### config.mk
export PLATFORM = sky130hd
export DESIGN_NAME = asm_div16
export DESIGN_NICKNAME = d
export VERILOG_FILES = /design/src/rtl/asm_div16.sv
export SDC_FILE = /design/constraint.sdc
export NUM_CORES = 1
export LEC_CHECK = 0
export CAP_MARGIN = 10
export CELL_PAD_IN_SITES_DETAIL_PLACEMENT = 1
export CELL_PAD_IN_SITES_GLOBAL_PLACEMENT = 1
export CORE_AREA = 3 3 136 85
export CTS_CLUSTER_DIAMETER = 200
export CTS_CLUSTER_SIZE = 16
export DETAILED_ROUTE_END_ITERATION = 16
export DIE_AREA = 0 0 139 88
export PLACE_DENSITY = 0.85
export SKIP_LAST_GASP = 1
export SLEW_MARGIN = 20
export SYNTH_ARGS = -nofsm -noshare
export SYNTH_HDL_FRONTEND = slang
export SYNTH_SLANG_ARGS = --single-unit
### constraint.sdc
create_clock -name clk -period 2.77 [get_ports clk]
set_input_delay 0.554 -clock clk [delete_from_list [all_inputs] [get_ports clk]]
set_output_delay 0.554 -clock clk [all_outputs]
set_load 0.005 [all_outputs]
### src/rtl/asm_div16.sv
// asm_div16: 16-bit unsigned restoring divider, one quotient bit per cycle (IDLE/CALC/DONE).
// Define ASM_DIV_ZERO_CHECK_EN to short-circuit divide-by-zero straight to DONE with dbz=1.
module asm_div16 (
    input  logic        clk,
    input  logic        rst,
    input  logic        start,
    input  logic [15:0] dividend,
    input  logic [15:0] divisor,
    output logic [15:0] quotient,
    output logic [15:0] remainder,
    output logic        busy,
    output logic        done,
    output logic        dbz
);
    typedef enum logic [1:0] {IDLE, CALC, DONE} state_t;
    state_t      state_q, state_d;
    logic [4:0]  cnt_q, cnt_d;
    logic [15:0] r_q, r_d, q_q, q_d, dvs_q, dvs_d;
    logic [15:0] quot_q, quot_d, rem_q, rem_d;
    logic        dbz_q, dbz_d;
    logic [16:0] r_sh;
    logic [15:0] diff;
    logic        ge;
    // The partial remainder stays below the divisor, so 16 bits hold it between steps.
    always_comb begin
        r_sh    = {r_q, q_q[15]};
        ge      = r_sh >= {1'b0, dvs_q};
        diff    = r_sh[15:0] - dvs_q;
        state_d = state_q;
        cnt_d   = cnt_q;
        r_d     = r_q;
        q_d     = q_q;
        dvs_d   = dvs_q;
        quot_d  = quot_q;
        rem_d   = rem_q;
`ifdef ASM_DIV_ZERO_CHECK_EN
        dbz_d   = dbz_q;
`else
        dbz_d   = 1'b0;
`endif
        case (state_q)
            CALC: begin
                r_d   = ge ? diff : r_sh[15:0];
                q_d   = {q_q[14:0], ge};
                cnt_d = cnt_q + 5'd1;
                if (cnt_q == 5'd15) begin
                    state_d = DONE;
                    quot_d  = q_d;
                    rem_d   = r_d;
                    dbz_d   = 1'b0;
                end
            end
            default: begin
                state_d = IDLE;
                if (start) begin
                    state_d = CALC;
                    dvs_d   = divisor;
                    q_d     = dividend;
                    r_d     = 16'd0;
                    cnt_d   = 5'd0;
`ifdef ASM_DIV_ZERO_CHECK_EN
                    if (divisor == 16'd0) begin
                        state_d = DONE;
                        quot_d  = 16'hFFFF;
                        rem_d   = dividend;
                        dbz_d   = 1'b1;
                    end
`endif
                end
            end
        endcase
    end
    always_ff @(posedge clk) begin
        if (rst) begin
            state_q <= IDLE;
            cnt_q   <= 5'd0;
            r_q     <= 16'd0;
            q_q     <= 16'd0;
            dvs_q   <= 16'd0;
            quot_q  <= 16'd0;
            rem_q   <= 16'd0;
            dbz_q   <= 1'b0;
        end else begin
            state_q <= state_d;
            cnt_q   <= cnt_d;
            r_q     <= r_d;
            q_q     <= q_d;
            dvs_q   <= dvs_d;
            quot_q  <= quot_d;
            rem_q   <= rem_d;
            dbz_q   <= dbz_d;
        end
    end
    assign quotient  = quot_q;
    assign remainder = rem_q;
    assign busy      = state_q == CALC;
    assign done      = state_q == DONE;
    assign dbz       = dbz_q;
endmodule

==> impl_results.md, run 1 <==
- DRT iter0 DRCs: 223
- FF-to-FF Start: dvs_q[4]
- Critical path class: reg2reg
- Die width: 139 µm
- TritonCTS Buffers: 9
- Worst slew margin: 0.562
- # diodes: 0
- Max Cap Viol: 0
- Fmax: 376 MHz
- Vias in the first global route: 3869
- Pin count of the biggest net entering global routing: 41
- CTS root buf: clkbuf_16
- Fin crit period: 2.66 ns
- Final Skew: 0.00676 ns
- Critical Path Sink Type: flip-flop
- Leakage power: 0.00214 µW
- Max clock buf depth: 2
- Die Ht: 88 µm
- Synthesized flop and latch total: 87
- Starting density of the core: 0.395
- RSZ-0062 raised after global routing: false
- Mean Syn Cell Area: 8.66 µm²
- Slew Viols, Final: 0
- Routed WL: 12600 µm
- Unique cell type count in the Yosys netlist: 51
- Clock latency on the worst-skew pair: 0.34 ns
- Synth cell count leaders: 87 x dfxtp_1, 79 x nand2_1, 39 x o21ai_0
- Area of the die: 12200 µm²
- Crit path from: dvs_q[4]
- Core region area: 10500 µm²
- Most common cell in the netlist: dfxtp_1
- Clock Sinks: 87
- Clock transition at path regs: 0.06 ns
- Final hold slack: 0.458 ns
- DR vias: 3693
- TritonCTS clock tree: done
- Row cnt: 29
- Cell type with the largest total area after synthesis: dfxtp_1
- Synth-to-layout area growth: 30.7%
- Total Power: 5940 µW
- Tightest Pin Transition: 0.655 ns
- Filler cells: 1219
- Tot GR Track Use: 0.213
- Post-route ant nets: 0
- IO Pins: 70
- Yosys Warn Count: 0
- Setup TNS Final: 0 ns
- Cells after synthesis: 477
- Post-Syn Area: 4130 µm²
- CP required: 2.99 ns
- Startpoint class of the critical path: flip-flop
- Synth area leaders: dfxtp_1 42%, nand2_1 7.2%, mux2i_1 7.0%, ha_1 5.4%, o21ai_0 4.7%
- H-tree depth reported by CTS: 3
- Detail Placement HPWL: 9220 µm
- Number of enable flip-flop cells after synthesis: 0
- Hold WC Path Type: reg2reg
- # setup viols final: 0
- Placer's final routability congestion estimate: 0.902
- DR vias/cell: 5.34
- Final Hold Fails: 0
- Remaining global-route overflow: 0
- Synth Net Count: 531
- DR WL/cell: 18.3 µm
- Hold Crit Start: dvs_q[2]
- Cts-stage hold buffer count: 0
- Maximum VDD drop: 0.000572 V
- Residual DRC: 0
- Async SR Flop Fraction: 0
- Crit Path Max Fanout: 8
- Status: finished clean
- Critical path arrival: 2.87 ns
- Pwr/cell area: 1100 nW/µm²
- Layout net count: 601
- First-pass DRT Iterations: 4
- Post-synth top area share: 0.421
- Layout cells sized above 1: 0.0996
- Synth Flop Type: dfxtp_1
- Global-route wire length before repair: 20600 µm
- Sequential area share after synthesis: 0.421
- Initial antenna violation count: 0
- Number of I/O port buffers: 68
- Crit share post-route: 0.960
-- worst max-delay path: stages (launching register included) --
cell and delay (ns):
dfxtp_1 0.34, inv_1 0.05, ha_1 0.38, o211ai_1 0.14, a21oi_2 0.23, o21ai_4 0.12, a2111oi_2 0.37, a2111o_2 0.21
buf_4 0.23, mux2i_1 0.32, o21ai_0 0.13
-- through the flow --
stage	instance area, µm²	std cells	setup slack [ns]	utilization
6_report	5400	691	0.111	0.517
5_1_grt	5400	691	0.0107	0.517
3_3_place_gp	4980	673	0.209	0.477
2_1_floorplan	4130	477	0.390	-
3_5_place_dp	4980	673	0.0680	0.477
4_1_cts	5350	689	0.0326	0.512
-- timing repair --
item / in CTS / in global routing
setup endpoints to repair: 0 / 27
resized for setup: 0 / 13
endpoints found under the hold margin: 0 / 0
buffers inserted: 0 / 2
-- cells by family (layout without fill, tap and decap cells) --
kind of cell / count (synthesis) / in the layout / synth area share
mux: 30 / 30 / 0.0739
buf+inv: 51 / 126 / 0.0542
fa+ha+maj: 19 / 19 / 0.0593
simple gates: 142 / 142 / 0.145
other cells: 1 / 1 / 0.000907
xor+xnor: 12 / 12 / 0.0254
compound gates: 135 / 135 / 0.220
flops: 87 / 87 / 0.421
-- cell type report --
cell class | count | area [µm²] | area share
Clock inverter | 7 | 144 | 0.0266
Clock buffer | 9 | 225 | 0.0417
Multi-Input combinational cell | 339 | 2210 | 0.409
Sequential cell | 87 | 1740 | 0.322
Timing Repair Buffer | 87 | 823 | 0.152
Inverter | 23 | 86.3 | 0.0160
Tap cell | 139 | 174 | 0.0322
-- placed cells by master (no fill, tap or decap), types with 4 or more instances in the layout --
cell type and count:
dfxtp_1 87, nand2_1 79, clkdlybuf4s50_1 68, o21ai_0 38
nor2_1 35, a21oi_1 30, mux2i_1 27, inv_1 22
a22o_1 20, buf_4 19, a211oi_1 16, ha_1 13
clkbuf_16 9, xnor2_1 8, nand3_1 5, ha_2 5
nand2b_1 4, nand4_1 4, a31oi_1 4, o2bb2a_1 4
xor2_1 4, bufinv_16 4
-- final timing paths --
| path | endpoint | slack (ns) | cells past startpoint |
|---|---|---|---|
| min reg2reg | dvs_q[2] | 0.46 | 2 |
| max reg2reg | remainder[6] | 0.11 | 10 |
| min | dvs_q[2] | 0.46 | 2 |
| max | remainder[6] | 0.11 | 10 |
-- state kept, by name (all words and copies together), names as in the netlist --
register / count
cnt_q: 5
q_q: 16
remainder: 16
quotient: 16
r_q: 16
dvs_q: 16
state_q: 2
-- power by group --
| group | switching [µW] | internal [µW] | total [µW] |
|---|---|---|---|
| combinational | 1650 | 1310 | 2970 |
| clock | 521 | 976 | 1500 |
| sequential | 111 | 1370 | 1480 |
| total | 2290 | 3660 | 5940 |
-- layer usage --
layer / up-vias / track usage / share of wire
met1: 1790 / 0.299 / 0.50
met3: 12 / 0.0431 / 0.047
met5: - / 0 / 0
met4: 0 / 0.0533 / 0.0097
li1: 1807 / - / -
met2: 84 / 0.338 / 0.45
Power figures use the tool's default switching activity.
==> inputs of run 2 (changes only) <==
Settings changed: SETUP_SLACK_MARGIN set to 0.4.
==> run 2 against run 1 <==
  * Die area is the same
  * Wire length grew 33%
  * Non-clock buffer count grew 22
  * Power grew 27%
  * Clock power shrank 15%
  * Setup slack gained 0.092 ns
  * Via count grew 12%
  * Cell area grew 10%
  * Cell count grew 3.2%
  * Maximum frequency grew 3.6%
  * Combinational power grew 58%
  * Clock skew grew 0.0088 ns
  * Critical path type unchanged
  * Critical endpoint is now r_q[1]
  * Largest cell class unchanged
==> impl_results.md, run 2 (synthesis gave the netlist of run 1 again) <==
- Max clock buf depth: 2 (unchanged)
- DR WL/cell: 23.5 µm (was 18.3 µm)
- Setup TNS Final: 0 ns (unchanged)
- DR vias/cell: 5.79 (was 5.34)
- Hold WC Path Type: reg2reg (unchanged)
- Register area: 1770 µm² (was 1740 µm²)
- Crit share post-route: 0.927 (was 0.960)
- Die Ht: 88 µm (unchanged)
- Critical Path Sink Type: flip-flop (unchanged)
- Startpoint class of the critical path: flip-flop (unchanged)
- Global-route wire length before repair: 24200 µm (was 20600 µm)
- Critical path class: reg2reg (unchanged)
- DR vias: 4128 (was 3693)
- M1 WL: 7090 µm (was 6260 µm)
- # setup viols final: 0 (unchanged)
- CTS root buf: clkbuf_16 (unchanged)
- IO Pins: 70 (unchanged)
- Met3 wire length: 1040 µm (was 596 µm)
- Post-placement worst setup slack: -0.0114 ns (was 0.0680 ns)
- FF-to-FF Start: r_q[6] (was dvs_q[4])
- Worst reg2reg setup slack: 0.20 ns (was 0.11 ns)
- TritonCTS Buffers: 9 (unchanged)
- Synth-to-layout area growth: 44.1% (was 30.7%)
- H-tree depth reported by CTS: 3 (unchanged)
- Final Skew: 0.0155 ns (was 0.00676 ns)
- Slew Viols, Final: 0 (unchanged)
- Crit Path Max Fanout: 9 (was 8)
- Remaining global-route overflow: 0 (unchanged)
- Initial antenna violation count: 0 (unchanged)
- Core region area: 10500 µm² (unchanged)
- Fmax: 390 MHz (was 376 MHz)
- Maximum VDD drop: 0.000566 V (was 0.000572 V)
- Placer's final routability congestion estimate: 0.867 (was 0.902)
- Tightest Pin Transition: 0.802 ns (was 0.655 ns)
- Most frequent cells in the layout: 78 x nand2_1, 68 x clkdlybuf4s50_1, 66 x dfxtp_1, 36 x buf_4, 35 x nor2_1 (was 87 x dfxtp_1, 79 x nand2_1, 68 x clkdlybuf4s50_1, 38 x o21ai_0, 35 x nor2_1)
- Vias in the first global route: 4262 (was 3869)
- Clock latency on the worst-skew pair: 0.36 ns (was 0.34 ns)
- Post-route ant nets: 0 (unchanged)
- CP required: 2.97 ns (was 2.99 ns)
- Final Hold Fails: 0 (unchanged)
- Clock Sinks: 87 (unchanged)
- Total Power: 7530 µW (was 5940 µW)
- Leakage power: 0.00227 µW (was 0.00214 µW)
- First-pass DRT Iterations: 5 (was 4)
- Pin count of the biggest net entering global routing: 41 (unchanged)
- Met2 wire len: 8060 µm (was 5660 µm)
- Detail Placement HPWL: 9370 µm (was 9220 µm)
- RSZ-0062 raised after global routing: true (was false)
- Routed WL: 16800 µm (was 12600 µm)
- Area of the die: 12200 µm² (unchanged)
- Row cnt: 29 (unchanged)
- Worst Setup Slack, final: 0.203 ns (was 0.111 ns)
- Cts-stage hold buffer count: 0 (unchanged)
- Layout cells sized above 1: 0.260 (was 0.0996)
- Worst slew margin: 0.463 (was 0.562)
- Final hold slack: 0.454 ns (was 0.458 ns)
- Tot GR Track Use: 0.257 (was 0.213)
- Layout net count: 623 (was 601)
- Worst reg2reg endpoint: r_q[1] (was remainder[6])
- Residual DRC: 0 (unchanged)
- Max Cap Viol: 0 (unchanged)
- Starting density of the core: 0.395 (unchanged)
- Multi-input logic area: 2610 µm² (was 2210 µm²)
- Fin util: 0.570 (was 0.517)
- DRT iter0 DRCs: 386 (was 223)
- Pwr/cell area: 1260 nW/µm² (was 1100 nW/µm²)
- TritonCTS clock tree: done (unchanged)
- Worst reg2reg path depth: 8 (was 10)
- # diodes: 0 (unchanged)
- Status: finished clean (unchanged)
- Number of I/O port buffers: 68 (unchanged)
- Filler cells: 1148 (was 1219)
- Commonest non-fill, non-tap cell in the layout: nand2_1 (was dfxtp_1)
- Fin crit period: 2.57 ns (was 2.66 ns)
- Crit path from: r_q[6] (was dvs_q[4])
- Die width: 139 µm (unchanged)
- Clock transition at path regs: 0.07 ns (was 0.06 ns)
- End of the critical path: r_q[1] (was remainder[6])
- Critical path arrival: 2.77 ns (was 2.87 ns)
- Max layer used: met4 (unchanged)
-- run 2: cell count changes in the layout (fill, tap and decap cells not counted), moves of 5 or more --
cell,delta
mux2i_4,+9
o21ai_1,+18
mux2i_1,-10
dfxtp_2,+20
dfxtp_1,-21
buf_4,+17
inv_1,-11
o21ai_0,-23
ha_4,+15
ha_2,-5
inv_2,+10
o21ai_2,+5
ha_1,-10
-- run 2: per-stage QoR --
stage                     cells  instance area, µm²
after floorplan             477                4130
after global placement      676                5000
after detailed placement    676                5000
after CTS                   702                5720
after global routing        713                5960
final                       713                5960
-- run 2: power breakdown --
group | switching (µW) | internal, µW
Combinational | 2430 | 2250
Clock | 570 | 711
Sequential | 183 | 1380
Total | 3180 | 4350
-- run 2: worst min path at each step --
stage / start / to / slack, ns / cells past startpoint
6_report: remainder[13] / remainder[13] / 0.45 / 2
5_1_grt: remainder[8] / remainder[8] / 0.48 / 2
4_1_cts: remainder[6] / remainder[6] / 0.46 / 2
3_5_place_dp: remainder[13] / remainder[13] / 0.44 / 2
3_3_place_gp: quotient[0] / quotient[0] / 0.43 / 2
2_1_floorplan: dvs_q[10] / dvs_q[10] / 0.44 / 2
-- run 2: cell type report --
class | count | share of cell area
multi-input cells | 339 | 0.438
flip-flops and latches | 87 | 0.297
repair buffers | 109 | 0.170
clock buffers | 9 | 0.0378
well taps | 139 | 0.0292
inverters | 23 | 0.0149
clock inverters | 7 | 0.0132
-- run 2: metal layers --
metal	up-vias	global-route usage
met5	-	0
met1	2051	0.321
li1	1852	-
met3	53	0.0671
met4	0	0.107
met2	172	0.429
-- run 2: critical path: stages, from the launching register on --
cell and delay, ns:
dfxtp_1 0.48, ha_4 0.29, nand4_1 0.20, nor4_2 0.08
o21ai_1 0.16, nand2_1 0.08, a2111o_2 0.59, mux2i_1 0.39
o21ai_0 0.16
-- run 2: repair_timing --
action / CTS / global route
gates resized for setup: 85 / 49
setup endpoints to repair: 33 / 33
pin swaps: 23 / 26
hold endpoints to repair: 0 / 0
buffers inserted: 10 / 11
==> inputs of run 3 (changes only) <==
Settings changed: CTS_CLUSTER_SIZE 16 to 12, SKIP_CTS_REPAIR_TIMING set to 1.
==> run 3 against run 2 <==
  * Die area unchanged
  * Register-to-register slack worse by 0.12 ns
  * Largest power group unchanged
  * Clock power about the same
  * Cell count is 0.14% lower
  * Highest routed layer unchanged
  * First-iteration DRC count shrank 8.5%
==> impl_results.md, run 3 (synthesis gave the netlist of run 1 again) <==
- # setup viols final: 0 (unchanged)
- Core region area: 10500 µm² (unchanged)
- Clock latency on the worst-skew pair: 0.36 ns (about the same)
- Commonest non-fill, non-tap cell in the layout: nand2_1 (unchanged)
- Leakage power: 0.00225 µW (was 0.00227 µW)
- Die Ht: 88 µm (unchanged)
- WHS Endpoint: remainder[13] (unchanged)
- Hold Path Depth: 2 (unchanged)
- Starting density of the core: 0.395 (unchanged)
- DRT iter0 DRCs: 353 (was 386)
- Area of the die: 12200 µm² (unchanged)
- # diodes: 0 (unchanged)
- Worst slew margin: 0.467 (was 0.463)
- Remaining global-route overflow: 0 (unchanged)
- Clock transition at path regs: 0.07 ns (about the same)
- Fin area: 5840 µm² (was 5960 µm²)
- Startpoint class of the critical path: flip-flop (unchanged)
- Status: finished clean (unchanged)
- Final hold slack: 0.454 ns (about the same)
- Most frequent cells in the layout: 79 x nand2_1, 73 x dfxtp_1, 68 x clkdlybuf4s50_1, 35 x buf_4, 34 x nor2_1 (was 78 x nand2_1, 68 x clkdlybuf4s50_1, 66 x dfxtp_1, 36 x buf_4, 35 x nor2_1)
- Worst reg2reg endpoint: remainder[1] (was r_q[1])
- Layout cells sized above 1: 0.213 (was 0.260)
- Die width: 139 µm (unchanged)
- FF-to-FF Start: r_q[0] (was r_q[6])
- Synth-to-layout area growth: 41.3% (was 44.1%)
- Layout net count: 622 (was 623)
- DR vias: 4040 (was 4128)
- Max Cap Viol: 0 (unchanged)
- Initial antenna violation count: 0 (unchanged)
- Vias in the first global route: 3861 (was 4262)
- First-pass DRT Iterations: 5 (unchanged)
- Final Hold Fails: 0 (unchanged)
- Fmax: 373 MHz (was 390 MHz)
- Critical path arrival: 2.90 ns (was 2.77 ns)
- Routed WL: 15600 µm (was 16800 µm)
- Pin count of the biggest net entering global routing: 41 (unchanged)
- CP required: 2.99 ns (was 2.97 ns)
- DR vias/cell: 5.67 (was 5.79)
- Setup TNS Final: 0 ns (unchanged)
- Global-route wire length before repair: 20700 µm (was 24200 µm)
- Detail Placement HPWL: 9370 µm (unchanged)
- Pwr/cell area: 1260 nW/µm² (about the same)
- Row cnt: 29 (unchanged)
- Maximum VDD drop: 0.000691 V (was 0.000566 V)
- Crit share post-route: 0.969 (was 0.927)
- Number of I/O port buffers: 68 (unchanged)
- Residual DRC: 0 (unchanged)
- Worst reg2reg path depth: 9 (was 8)
- Tightest Pin Transition: 0.795 ns (was 0.802 ns)
- Hold WC Path Type: reg2reg (unchanged)
- Post-route ant nets: 0 (unchanged)
- H-tree depth reported by CTS: 3 (unchanged)
- Hold Crit Start: remainder[13] (unchanged)
- Placer's final routability congestion estimate: 0.867 (unchanged)
- Slew Viols, Final: 0 (unchanged)
- Crit Path Max Fanout: 5 (was 9)
- Fin crit period: 2.68 ns (was 2.57 ns)
- TritonCTS clock tree: done (unchanged)
- CTS root buf: clkbuf_16 (unchanged)
- Final Skew: 0.0113 ns (was 0.0155 ns)
- Worst reg2reg setup slack: 0.09 ns (was 0.20 ns)
- Critical path class: reg2reg (unchanged)
- Max clock buf depth: 2 (unchanged)
- DR WL/cell: 21.9 µm (was 23.5 µm)
- Clock Sinks: 87 (unchanged)
- TritonCTS Buffers: 9 (unchanged)
- Critical Path Sink Type: flip-flop (unchanged)
- RSZ-0062 raised after global routing: true (unchanged)
- IO Pins: 70 (unchanged)
- Tot GR Track Use: 0.215 (was 0.257)
- Placed cell areas: 5000 µm² (unchanged)
## run 3: cell types whose count changed in the layout (fill, tap and decap cells not counted), moves of 5 or more
cell     change
dfxtp_2      -6
o21ai_0     +13
o21ai_1      -9
dfxtp_1      +7
mux2i_4      -5
## run 3: routing by layer
metal / share of wire / global-route usage
met1: 0.46 / 0.291
met5: 0 / 0
met3: 0.045 / 0.0556
met2: 0.47 / 0.346
met4: 0.019 / 0.0577
## run 3: how the worst max path moves through the flow
stage                        start            to  slack, ns  depth (start not counted)
after global routing        r_q[0]        r_q[1]       0.06                          9
after detailed placement  dvs_q[6]       r_q[15]      -0.01                         10
after CTS                 dvs_q[3]        r_q[6]      -0.03                         10
after floorplan           dvs_q[2]       r_q[12]       0.41                          9
after global placement    dvs_q[6]       r_q[15]       0.13                         10
final                       r_q[0]  remainder[1]       0.09                          9
## run 3: layout make-up
cell class,count,area (µm²)
clock buffers,9,225
multi-input cells,340,2530
well taps,139,174
repair buffers,107,988
fillers,1163,4610
inverters,23,86.3
clock inverters,7,78.8
flip-flops and latches,87,1760
## run 3: power by group
| group | total (µW) | switching (µW) | leakage (µW) | internal (µW) |
|---|---|---|---|---|
| logic | 4530 | 2320 | 0.00139 | 2210 |
| clock network | 1270 | 555 | 0.000144 | 710 |
| registers | 1540 | 169 | 0.000714 | 1380 |
| total | 7340 | 3040 | 0.00225 | 4300 |
## run 3: critical path, cell delays in order (launching register included)
cell and delay (ns):
dfxtp_1 0.40, ha_4 0.32, nand2b_1 0.12, a21oi_4 0.24, o21ai_4 0.09, a2111oi_4 0.42, a2111o_2 0.26, buf_4 0.15
mux2i_1 0.38, o21ai_0 0.17
## run 3: metrics by stage
| step | worst slack [ns] | util | cells | power [µW] |
|---|---|---|---|---|
| final | 0.0870 | 0.559 | 712 | 7340 |
| after detailed placement | -0.0114 | 0.479 | 676 | 4270 |
| after CTS | -0.0271 | 0.508 | 692 | 5560 |
| after global routing | 0.0606 | 0.559 | 712 | 7600 |
| after global placement | 0.134 | 0.479 | 676 | 4190 |
| after floorplan | 0.415 | - | 477 | 3580 |
